`src/rtl/mem_xfer_ctrl.sv`:
```
// Sequencer that loads DEPTH words into bank A and then copies bank A into bank B.
// Optional macro CHECKSUM_EN adds a Checksum output: the XOR of the words written into bank B.
module mem_xfer_ctrl #(
    parameter int DEPTH = 8,
    parameter int AW    = 3,
    parameter int DW    = 8
) (
    input  logic          clock,
    input  logic          Reset,
    input  logic          Start,
    input  logic          InValid,
    input  logic [DW-1:0] InData,
    output logic          InReady,
    output logic          IncA,
    output logic          WEA,
    output logic [DW-1:0] DataA,
    input  logic [DW-1:0] RdA,
    output logic          IncB,
    output logic          WEB,
    output logic [DW-1:0] DataB,
    output logic          MemRst,
    output logic          Busy,
    output logic          Done,
`ifdef CHECKSUM_EN
    output logic [AW:0]   Count,
    output logic [DW-1:0] Checksum
`else
    output logic [AW:0]   Count
`endif
);

    typedef enum logic [2:0] {IDLE, CLR, LOAD, XFER, FIN} state_t;

    localparam logic [AW:0] DepthW   = DEPTH[AW:0];
    localparam logic [AW:0] LastWord = DepthW - 1'b1;

    state_t      state;
    logic [AW:0] rdCnt;
    logic        rdVld_p0;
    logic        rdVld_p1;

    assign InReady = (state == LOAD);
    assign Busy    = (state != IDLE);

    always_ff @(posedge clock) begin
        if (!Reset) begin
            state    <= IDLE;
            rdCnt    <= '0;
            rdVld_p0 <= 1'b0;
            rdVld_p1 <= 1'b0;
            IncA     <= 1'b0;
            WEA      <= 1'b0;
            IncB     <= 1'b0;
            WEB      <= 1'b0;
            DataA    <= '0;
            DataB    <= '0;
            Done     <= 1'b0;
            Count    <= '0;
            MemRst   <= 1'b1;
`ifdef CHECKSUM_EN
            Checksum <= '0;
`endif
        end else begin
            IncA     <= 1'b0;
            WEA      <= 1'b0;
            IncB     <= 1'b0;
            WEB      <= 1'b0;
            Done     <= 1'b0;
            rdVld_p0 <= 1'b0;
            // stage p0 -> p1: RdA holds the word addressed by the read command
            rdVld_p1 <= rdVld_p0;
            // stage p1 -> bank B write command
            if (rdVld_p1) begin
                DataB <= RdA;
                WEB   <= 1'b1;
                IncB  <= 1'b1;
                Count <= Count + 1'b1;
`ifdef CHECKSUM_EN
                Checksum <= Checksum ^ RdA;
`endif
            end
            case (state)
                IDLE: begin
                    MemRst <= Start;
                    if (Start) begin
                        state <= CLR;
                        Count <= '0;
`ifdef CHECKSUM_EN
                        Checksum <= '0;
`endif
                    end
                end
                CLR: begin
                    MemRst <= 1'b0;
                    Count  <= '0;
                    state  <= LOAD;
`ifdef CHECKSUM_EN
                    Checksum <= '0;
`endif
                end
                LOAD: begin
                    if (InValid) begin
                        DataA <= InData;
                        WEA   <= 1'b1;
                        IncA  <= 1'b1;
                        if (Count == LastWord) begin
                            state <= XFER;
                            Count <= '0;
                            rdCnt <= '0;
                        end else begin
                            Count <= Count + 1'b1;
                        end
                    end
                end
                XFER: begin
                    if (rdCnt < DepthW) begin
                        IncA     <= 1'b1;
                        rdCnt    <= rdCnt + 1'b1;
                        rdVld_p0 <= 1'b1;
                    end
                    // the edge issuing the final B write also moves to FIN
                    if (rdVld_p1 && Count == LastWord) begin
                        state <= FIN;
                        Done  <= 1'b1;
                    end
                end
                FIN:     state <= IDLE;
                default: state <= IDLE;
            endcase
        end
    end

endmodule

```
`config.mk`:
```
export PLATFORM = sky130hd
export DESIGN_NAME = mem_xfer_ctrl
export DESIGN_NICKNAME = d
export VERILOG_FILES = /design/src/rtl/mem_xfer_ctrl.sv
export SDC_FILE = /design/constraint.sdc
export NUM_CORES = 1
export LEC_CHECK = 0
export ABC_AREA = 1
export CAP_MARGIN = 30
export CORE_ASPECT_RATIO = 0.5
export CORE_MARGIN = 10
export CORE_UTILIZATION = 45
export DETAILED_ROUTE_END_ITERATION = 7
export GPL_ROUTABILITY_DRIVEN = 0
export PLACE_DENSITY = 0.82
export SYNTH_ARGS = -nofsm -noshare
export SYNTH_HDL_FRONTEND = slang
export SYNTH_SLANG_ARGS = --single-unit
```
`constraint.sdc`:
```
create_clock -name clock -period 1.9 [get_ports clock]
set_clock_uncertainty 0.1 [all_clocks]
set_input_delay 0.285 -clock clock [delete_from_list [all_inputs] [get_ports clock]]
set_output_delay 0.285 -clock clock [all_outputs]
set_load 0.01 [all_outputs]
```
* Word-level counts from Yosys, hierarchy flattened
Cells that the tools add are included.
** Operators by class
- Magnitude comparators :: 1
- Equality and inequality tests :: 9
- Multiplexer cells :: 20
- Add/subtract/negate cells :: 2
- Reduce and logical (&&, ||, !) cells :: 10
** Operators with widths (number)
- $mux 4 :: 7
- $mux 3 :: 4
- $pmux 3 s4 :: 1
- $pmux 4 s3 :: 1
- $add 4x1->4 const B :: 2
- $ne 2x2->1 const B :: 4
- $pmux 4 s2 :: 1
- $reduce_and 4->1 :: 2
- $eq 3x2->1 const B :: 2
- $reduce_and 2->1 :: 3
- $eq 4x3->1 const B :: 1
- $lt 4x4->1 const B :: 1
- $mux 1 :: 4
- $pmux 1 s2 :: 2
- $reduce_bool 2->1 :: 2
- $eq 3x1->1 const B :: 1
- $logic_not 3->1 :: 1
- $reduce_bool 3->1 :: 1
- $ne 2x1->1 const B :: 1
- $logic_and 1x1->1 :: 1
** Storage, ports and cells
- Input port bits :: 20
- Register bits after elaboration :: 34

* Longest topological paths before layout
Gate-level depths: netlist of the first run.
- Word-level depth :: 4
- Mapped depth :: 9

* Worst setup path after synthesis of the first run
OpenSTA, ideal clock, no wires.
- Path type :: reg-to-reg
- Start :: reg Count[0]
- End :: reg state[1]
- Required time :: 1688 ps
- Stages on the path, launching flop included :: 9
- Path slack :: 439 ps
- Clock period less this slack :: 1461 ps
- Data arrival time :: 1249 ps
- Buffers on the path :: 0
- Cells stage by stage :: dfxtp_1 > ha_1 > nand2_1 > nor2_1 > nand2_1 > nand2_1 > nand4_1 > nor2_1 > nor2_1
** On the way
- Longest elaborated chain between the ends :: 4
** Ends and longest elaborated chain
- from (decl) :: RTL line 28 : output logic [AW:0] Count
- from (signal assigned) :: RTL line 77 : Count <= Count + 1'b1;
- from (signal assigned) :: RTL line 111 : Count <= Count + 1'b1;
- $eq 4x3->1 * :: RTL line 106, 122
- $logic_and 1x1->1 :: RTL line 122 : if (rdVld_p1 && Count == LastWord) begin
- $ne 2x2->1 (no source line)
- $reduce_and 4->1 (no source line) *
- to (signal assigned) :: RTL line 107 : state <= XFER;
- to (signal assigned) :: RTL line 123 : state <= FIN;
- to (signal assigned) :: RTL line 127 : FIN: state <= IDLE;
- to (decl) :: RTL line 37 : state_t state;
Every way passes the cells marked *; elsewhere a longest branch is shown, timed or not.
A chain may end at the register's enable or synchronous reset.

* Final worst setup path of the first run
- Start :: reg state[0]
- End :: out Busy
** On the way
- Longest elaborated chain between the ends :: 1
** Ends and longest elaborated chain
- from (signal assigned) :: RTL line 47 : state <= IDLE;
- from (signal assigned) :: RTL line 86 : state <= CLR;
- from (signal assigned) :: RTL line 96 : state <= LOAD;
- $reduce_bool 3->1 :: RTL line 43 : assign Busy = (state != IDLE);
- to (decl) :: RTL line 22 : output logic Busy,
Every way passes these cells.

==> qor.csv, run 1 <==
stage,metric,value,unit
critical_path,cp.required,1.51,ns
placed_design,dp_hpwl,2.86,mm
final_layout,stdcell_count,287,
yosys,yosysMostFrequentCell,nand2_1,
yosys,syn-num-nets,217,
critical_path,arrival,1.40,ns
power_and_ir_drop,p_leak,0.897,nW
power_and_ir_drop,p_sw_share,26.3,%
timing,fin_ws,0.110,ns
clocking,postCtsHoldBufs,0,
routing,topRoutingLayerUsed,met4,
clocking,clk_latency,0.27,ns
yosys,ys_top_cells_by_count,"nand2_1, dfxtp_1, nor2_1",
global_route,grt_use_total,12.2,%
critical_path,cp_max_fo,4,
die,rows,14,
timing,min_period_over_period,94.2,%
routing,drt-wirelength-per-cell,13.1,um
placed_design,port_buffers,47,
routing,routed-via-count,1424,
critical_path,max_stage_delay,0.53,ns
yosys,async_flop_share,0,%
clocking,clock-sinks,34,
critical_path,r2r_cells,8,
critical_path,crit_path_end,Busy,
global_route,grt_pass1_vias,1224,
timing,drv_slew,0,
timing,slew_headroom,77.2,%
timing,worst_slew_pin_slew,0.342,ns
final_layout,final_layout_size_suffix_gt1_share,10.9,%
placed_design,place_ws,0.249,ns
yosys,synth-seq-cells,34,
routing,ant_nets,0,
critical_path,critPathLaunch,state[0],
critical_path,reg2reg_from,Count[0],
power_and_ir_drop,p_clk_share,32.7,%
die,fp.dieW,101,um
critical_path,cp_top_family,buffers and inverters,
placed_design,place_inst,279,
clocking,tritoncts,done,
routing,drcViolationCount,0,
global_route,grt_antenna_before_repair,0,
yosys,synth.avg_cell_area,7.52,um^2
routing,routedLengthMet1,1.68,mm
yosys,synthesis.instances,195,
yosys,syn-cell-area,1470,um^2
clocking,cts_buffer_depth,2,
critical_path,path_cells,"nor2_4, nand2_1, clkdlybuf4s50_1",
timing,hold_violations,0,
routing,drt_pass1_iterations,4,
timing,setup_viol,0,
critical_path,cp_slowest_cell,clkdlybuf4s50_1,
global_route,grt_pass1_wl,5.97,mm
die,die_h,60.4,um
yosys,synth_top_area_cell,dfxtp_1,
power_and_ir_drop,ir_worst_vdd,0.572,mV
clocking,cts_root_buf,clkbuf_8,
final_layout,area_growth,41.2,%
yosys,yosysUniqueCellTypes,28,
routing,via_per_inst,4.96,
timing,finalSetupTns,0,ns
yosys,synth_flop_cell,dfxtp_1,
critical_path,critPathLaunchType,register,
critical_path,cp_num_cells,3,
die,io_pins,48,
die,die_area,6080,um^2
timing,grt_setup_unrepaired,no,
timing,period_needed,1.79,ns
power_and_ir_drop,p_sw,0.424,mW
critical_path,r2r_end,state[1],
clocking,numCtsBuffers,5,
routing,wl_met2,1.73,mm
power_and_ir_drop,intPower,1.19,mW
timing,whs,0.313,ns
routing,drt_iter0_markers,70,
final_layout,fill_cells,259,
worst_hold_path,hold_class,register to register,
critical_path,worst-r2r-setup-slack,0.31,ns
yosys,yosys.area.top_type_share,46.4,%
final_layout,antenna_cells,0,
critical_path,path_class,register to output pin,
yosys,ys_seq_area_share,46.4,%
routing,routed_wl,3.76,mm
outcome,status,"finished, final reports clean",
yosys,synth_edf_count,0,
yosys,yosys-top-cells-area,"dfxtp_1, nand2_1, nand3_1",
power_and_ir_drop,pwr-share-comb,19.0,%
yosys,ys_warn_count,0,
global_route,grt_overflow,0,
die,start_util,47.8,%
critical_path,endpoint_kind,output pin,
die,core-area,3070,um^2
clocking,clkSlewWorstSetupHoldPaths,0.07,ns
final_layout,nNetsFinal,268,
power_and_ir_drop,pwr_density_cell,778,nW/um^2
global_route,grt_max_degree,17,
power_and_ir_drop,seqPwrFrac,48.3,%
clocking,htreeDepth,2,
run,maxCapViolations,0,
critical_path,critical_path_buf_inv_count,1,
routing,wl_met3,336,um
timing,fmax,0.559,GHz
-- how the worst min path moves through the flow --
stage                  start  endpoint  slack (ns)  cells after the start
floorplan           rdVld_p0  rdVld_p1        0.29                      2
global placement    rdVld_p0  rdVld_p1        0.29                      2
detailed placement  rdVld_p0  rdVld_p1        0.30                      2
CTS                 rdVld_p0  rdVld_p1        0.31                      2
global route        rdVld_p0  rdVld_p1        0.35                      2
finish              rdVld_p0  rdVld_p1        0.31                      2
-- power by group through the flow --
stage          Sequential [mW]  Combinational, mW  Clock [mW]
2_1_floorplan            0.798              0.164           0
3_3_place_gp             0.791              0.301           0
3_5_place_dp             0.793              0.306           0
4_1_cts                  0.777              0.307       0.543
5_1_grt                  0.781              0.335       0.584
6_report                 0.778              0.307       0.527
-- per-layer routing --
metal / vias to the layer above / GRT usage (%)
met2: 50 / 19.8
met3: 2 / 4.76
met5: - / 0
met4: 0 / 3.60
li1: 727 / -
met1: 645 / 14.8
-- per-stage QoR --
step | utilization (%) | instance area (um^2) | power (mW)
floorplan | - | 1470 | 0.962
CTS | 67.5 | 2070 | 1.63
global route | 67.6 | 2070 | 1.70
detailed placement | 64.5 | 1980 | 1.10
global placement | 64.5 | 1980 | 1.09
finish | 67.6 | 2070 | 1.61
-- placed cells by master, fill, tap and decap left out --
| cell type | n |
|---|---|
| o21ai_4 | 1 |
| nand3_1 | 20 |
| a22oi_1 | 1 |
| nand2_1 | 43 |
| clkdlybuf4s50_1 | 46 |
| xor2_1 | 3 |
| a21oi_1 | 13 |
| o21ai_2 | 1 |
| nor2_1 | 25 |
| nand4_1 | 3 |
| o21ai_1 | 1 |
| nand2_4 | 2 |
| clkbuf_8 | 6 |
| inv_1 | 16 |
| nor3_1 | 1 |
| o21ai_0 | 10 |
| dfxtp_1 | 32 |
| clkinv_2 | 1 |
| nor2_2 | 1 |
| inv_2 | 2 |
| clkbuf_1 | 1 |
| buf_4 | 5 |
| dlygate4sd2_1 | 1 |
| nor3_2 | 1 |
| dfxtp_2 | 2 |
| ha_1 | 2 |
| nor2_4 | 1 |
| nand3b_1 | 1 |
| nand2_2 | 4 |
| or2_1 | 1 |
-- tightest hold or removal path, cell delays in order, from the launching register on --
cell and delay [ns]:
dfxtp_1 0.31, nand2_1 0.05, inv_1 0.04
-- cells by family after synthesis --
family,Yosys count,share of synthesized area [%]
compound gates,27,10.4
xor+xnor,3,1.79
fa+ha+maj,2,1.71
buf+inv,26,7.76
flops,34,46.4
simple gates,103,31.9
-- layout make-up --
cell class	count	area, um^2	area share, %
multi-input combinational	135	672	32.4
sequential	34	683	33.0
inverter	18	67.6	3.26
clock buffer	7	86.3	4.17
timing repair buffer	52	507	24.5
tap	40	50.0	2.42
clock inverter	1	5.00	0.242
-- sequential cells by signal (all words and copies together) (netlist names) --
name,flops
state,3
WEA,1
WEB,1
rdVld_p0,1
Done,1
DataB,8
Count,4
IncA,1
rdCnt,4
DataA,8
MemRst,1
rdVld_p1,1
-- timing repair --
action                                  4_1_cts  5_1_grt
setup buffers                                 0        0
pin swaps                                     1        0
hold endpoints to repair                      0        0
cloned                                        0        0
endpoints found under the setup margin        1        1
gates resized for setup                       2        1
Note: power is estimated with default switching activity, not from simulation.
==> run 2, diff against run 1 <==
Settings changed: SLEW_MARGIN set to 10.
==> results of run 2 <==
No change in the layout: final DEF, timing and power equal those of run 1.
==> run 3, diff against run 2 <==
Settings changed: CTS_CLUSTER_SIZE set to 12, SLEW_MARGIN 10 to 20.
==> results of run 3 <==
No change in the layout: final DEF, timing and power equal those of run 1.
==> RTL edit 1: new RTL, flow settings as in run 3 <==
Make the reset (`Reset`) asynchronous in one clocked block.
--- a/src/rtl/mem_xfer_ctrl.sv
+++ b/src/rtl/mem_xfer_ctrl.sv
@@ -42,7 +42,7 @@
     assign InReady = (state == LOAD);
     assign Busy    = (state != IDLE);
 
-    always_ff @(posedge clock) begin
+    always_ff @(posedge clock or negedge Reset) begin
         if (!Reset) begin
             state    <= IDLE;
             rdCnt    <= '0;
Check against the original RTL: differs if Reset is asserted again (counterexample within 4 cycles, from zero or initial values and one cycle with Reset low); with Reset held inactive, the same outputs for 10 cycles.
==> RTL edit 1 against run 3 <==
Register-to-register slack got worse by 30 ps. Synthesized area increased by 4.1%. Highest routed layer unchanged. Cell area increased by 4.1%. Routed wire length increased by 0.13%. Global-route usage increased by 0.86 points. Core utilization increased by 1.6 points. Setup slack got worse by 35 ps. Non-clock buffer count decreased by 1. Synthesized cell count decreased by 12%. Sequential cell count unchanged.
Power is not compared: it rests on default switching activity, and its combinational part moved more than twofold at a synthesized area within 25%.
==> RTL edit 1: results (changes against run 3) <==
The flow ran to the end, and the final reports show no timing, DRC or antenna violations. The multiplexer area fraction after synthesis came out at 0.656% (+0.66 points). The layout filler cell count is 253 (-2.3%). The async set-or-reset flop fraction in the synthesized netlist came to 100% (+100 points). The adder-cell share of the synthesized area came to 1.64% (-0.067 points). The synthesized-area fraction occupied by ao, oa, aoi and oai cells came out at 5.08% (-5.3 points). The transition time at the pin with the least slew margin was 419 ps (+77.5 ps).

The global-route wire length before repair is 6.36 mm (+6.6%). The via count of the first global-routing pass is 1,371 (+12%). The half-perimeter wire length after placement is 2.83 mm (-1.1%). The post-synthesis net count is 193 (-11%). The ratio of routed vias to standard cells is 4.86 (-2.0%).

The xor and xnor fraction of the mapped netlist area came to 1.15% (-0.64 points). Sorting the synthesized cells by how often they occur yields 74 x sky130_fd_sc_hd__nand2_1, 33 x sky130_fd_sc_hd__dfrtp_1, 11 x sky130_fd_sc_hd__inv_1, 11 x sky130_fd_sc_hd__nand3_1, 5 x sky130_fd_sc_hd__nor2_1. The wire length per cell came out at 14.2 um (+8.0%). CTS placed an instance of sky130_fd_sc_hd__clkbuf_8 at the clock tree root. The sequential area share after synthesis was 55.8% (+9.4 points). The critical path data arrival time came out at 1440 ps (+40 ps). The maximum buffer depth of the clock tree is 2 (unchanged). The ratio of cells with drive above 1 in the final layout came out at 12.4% (+1.5 points). The number of distinct library cells after synthesis came out at 27 (-3.6%). The global-route usage over all layers was 13.0% (+0.86 points). In the synthesized netlist the dominant register cell turns out to be sky130_fd_sc_hd__dfrtp_1. The count of port buffers added during placement came to 47 (unchanged).

The count of warnings emitted by yosys is 0 (unchanged).
-- RTL edit 1: critical path, cell delays in order (launching register included) --
cell and delay (ps):
sky130_fd_sc_hd__dfrtp_1 410, sky130_fd_sc_hd__nor2_4 170, sky130_fd_sc_hd__nand2_1 80, sky130_fd_sc_hd__clkdlybuf4s50_1 490
-- RTL edit 1: layout make-up --
type                            instances  area, um2  share of cell area, %
Clock buffer                            7       76.3                   3.54
Clock inverter                          1       30.0                   1.39
Inverter                               14       57.6                   2.67
Multi-Input combinational cell        119        588                   27.3
Sequential cell                        34        855                   39.6
Tap cell                               40       50.0                   2.32
Timing Repair Buffer                   51        499                   23.2
-- RTL edit 1: what timing repair did --
| item | in CTS | in global routing |
|---|---|---|
| buffers inserted | 2 | 0 |
| setup endpoints to repair | 1 | 1 |
| pin swaps | 1 | 0 |
| resized for setup | 2 | 1 |
-- RTL edit 1: per-layer routing --
layer,vias up,wire length (um),global-route usage [%]
met3,10,174,3.80
met1,616,1560,14.4
met4,0,89,5.98
met5,-,0,0
met2,26,1940,23.3
li1,642,-,-
-- RTL edit 1: stage by stage --
step | worst slack, ps | total power, uW | cells | hold slack, ps | cell area, um2
2_1_floorplan | 455 | 2260 | 171 | -111 | 1530
3_3_place_gp | 204 | 2980 | 256 | 234 | 2030
3_5_place_dp | 171 | 3040 | 256 | 240 | 2030
4_1_cts | 45.0 | 3720 | 266 | 255 | 2150
5_1_grt | 48.6 | 3970 | 266 | 269 | 2160
6_report | 75.3 | 3680 | 266 | 254 | 2160
-- RTL edit 1: worst paths after layout --
path | start | slack, ps | depth (start not counted) | endpoint
setup / recovery | state[0] | 80 | 3 | Busy
hold / removal | rdVld_p0 | 250 | 0 | rdVld_p1
setup reg to reg | Count[0] | 280 | 6 | rdCnt[2]
hold reg to reg | rdVld_p0 | 250 | 0 | rdVld_p1
max in group asynchronous | Reset | 1060 | 2 | MemRst
min in group asynchronous | Reset | 290 | 2 | rdCnt[3]
-- RTL edit 1: where the power goes --
part	total [uW]	switching [uW]	internal, uW	leakage, uW
registers	1280	238	1040	0.000423
clock network	641	249	392	0.0000524
logic	1760	922	837	0.000593
-- RTL edit 1: cells by family (layout without fill, tap and decap cells) --
kind of cell             Yosys count  after routing
adder cells (fa/ha/maj)            2              2
XOR/XNOR                           2              2
multiplexers                       1              1
AND/OR/NAND/NOR                  103            103
flip-flops                        34             34
AO/OA/AOI/OAI                     11             11
buffers and inverters             18             73
==> RTL edit 2: new RTL, config.mk and constraints of run 3 <==
Without the edit above. Build with the macro `CHECKSUM_EN` defined.
--- a/src/rtl/mem_xfer_ctrl.sv
+++ b/src/rtl/mem_xfer_ctrl.sv
@@ -1,5 +1,7 @@
 // Sequencer that loads DEPTH words into bank A and then copies bank A into bank B.
 // Optional macro CHECKSUM_EN adds a Checksum output: the XOR of the words written into bank B.
+`define CHECKSUM_EN
+
 module mem_xfer_ctrl #(
     parameter int DEPTH = 8,
     parameter int AW    = 3,
Check against the original RTL (old outputs only; new: Checksum): equivalent (equiv_simple and equiv_induct, registers matched by name and starting in step).
==> RTL edit 2 against run 3 <==
Synthesized area up 16%. Setup slack better by 16 ps. Global-route usage up 0.79 points. Register-to-register slack worse by 110 ps. Critical path depth unchanged. Routed wire length up 14%. Sequential cell count up 8. Core utilization about the same. Cell area up 15%.
Power is not compared: it rests on default switching activity, and its combinational part moved more than twofold at a synthesized area within 25%.
==> RTL edit 2: results (changes against run 3) <==
The post-place instance area came out at 0.00230 mm2 (+16%). The critical path data arrival time came out at roughly 1400 ps. The number of H-tree levels is 2 (unchanged).

The number of buffers inserted to repair setup after CTS came out at 0 (unchanged). The tree is rooted in a sky130_fd_sc_hd__clkbuf_8. The count of TritonRoute iterations in the first routing pass was 4 (unchanged).

The via count of the first global-routing pass is 1,496 (+22%). The largest registers in the layout are Checksum (8), DataA (8), DataB (8). The post-synthesis net count is 244 (+12%). The largest net degree at the start of global routing is 17 (unchanged). The total CTS buffers came to 5 (unchanged). VDD sags by at most 0.393 mV. The total number of vias is 1,576 (+11%). The fraction of synthesized cell area taken by the top area cell type was 49.6% (+3.1 points). The clock latency on the worst-skew pair came to 290 ps (+20 ps). The async set-or-reset flop fraction in the synthesized netlist is 0% (unchanged). The clock-pin slew on the worst setup and hold paths is 70 ps (about the same). By area the synthesized netlist is led by sky130_fd_sc_hd__dfxtp_1 50%, sky130_fd_sc_hd__nand2_1 15%, sky130_fd_sc_hd__a21oi_1 9.1%. The layout filler cell count came out at 303 (+17%). The initial antenna violation count was 0 (unchanged). The maximum buffer depth of the clock tree is 2 (unchanged). The power consumed by sequential cells came out at 1030 uW. Counting instances in the post-synthesis netlist gives the leading cell types as 70 x sky130_fd_sc_hd__nand2_1, 42 x sky130_fd_sc_hd__dfxtp_1, 31 x sky130_fd_sc_hd__a21oi_1, 14 x sky130_fd_sc_hd__inv_1, 14 x sky130_fd_sc_hd__nand3_1. The leakage power figure came out at ~0.00094 uW. Net switching is between 30% and 40% of the power.

The pre-CTS setup slack was 233 ps (-16.1 ps). The DRC marker count from the first detailed-route iteration came out at 68 (-2.9%). The maximum fanout encountered on the critical timing path is 4 (unchanged). The half-perimeter wire length after placement was 3.27 mm (+14%). The wire length per cell came out at 12.9 um (-1.7%). In this run the worst hold path is classified as reg2reg. The combinational share of power is 29.4%. The count of antenna diodes in the layout is 0 (unchanged). The final net count is 303 (+13%). The run finished with clean final reports. The sequential area share after synthesis is 49.6% (+3.1 points). The count of port buffers added during placement came out at 55 (+17%). The ratio of cells with drive above 1 in the final layout was 12.1% (+1.2 points). Among all flip-flop cells after synthesis, the most frequent one is sky130_fd_sc_hd__dfxtp_1. The number of distinct library cells after synthesis was 25 (-11%).

The count of warnings emitted by yosys is 0 (unchanged). The global-route wire length before repair was 7.15 mm (+20%). The transition time at the pin with the least slew margin is 404 ps (+61.7 ps).

The global-route usage over all layers was 13.0% (+0.79 points). The internal power of the cells is 1500 uW.
RTL edit 2: logic make-up (layout without fill, tap and decap cells):
group	count (synthesis)	after routing	share of synthesized area (%)
AOI/OAI and AO/OA	37	37	11.5
xor gates and xnor gates	2	2	1.03
adders and majority gates	2	2	1.47
buffers and inverters	24	83	5.97
DFF	42	42	49.6
and+or+nand+nor	115	115	30.5
RTL edit 2: final cells by class:
cell class	instances	share of cell area (%)
Sequential cell	42	35.4
Clock buffer	5	2.89
Tap cell	51	2.68
Multi-Input combinational cell	156	31.6
Timing Repair Buffer	59	24.3
Clock inverter	2	0.420
Inverter	17	2.68
RTL edit 2: final timing paths:
check	startpoint	end	slack, ps	cells past startpoint
max	state[1]	Busy	130	3
min reg2reg	rdVld_p0	rdVld_p1	320	2
max reg2reg	Count[0]	rdCnt[3]	200	8
min	rdVld_p0	rdVld_p1	320	2
RTL edit 2: timing repair:
| item | 4_1_cts | 5_1_grt |
|---|---|---|
| hold buffers | 0 | 0 |
| cloned | 0 | 0 |
| resized for setup | 1 | 3 |
| setup endpoints to repair | 1 | 1 |
RTL edit 2: per-stage QoR:
stage | hold slack (ps) | instances | util [%]
after CTS | 320 | 332 | 67.5
after floorplan | 290 | 222 | -
after global routing | 345 | 332 | 67.6
final | 318 | 332 | 67.6
after detailed placement | 300 | 325 | 65.3
after global placement | 298 | 325 | 65.3
RTL edit 2: critical path: stages, from the launching register on:
cell and delay, ps:
sky130_fd_sc_hd__dfxtp_2 360, sky130_fd_sc_hd__inv_1 80, sky130_fd_sc_hd__nand2_1 100, sky130_fd_sc_hd__clkdlybuf4s50_1 550
RTL edit 2: routing by layer:
metal	global-route usage [%]	wire length, um	vias up
li1	-	-	829
met1	14.2	1830	703
met2	22.4	2110	40
met3	4.36	288	4
met4	5.54	53	0
met5	0	0	-
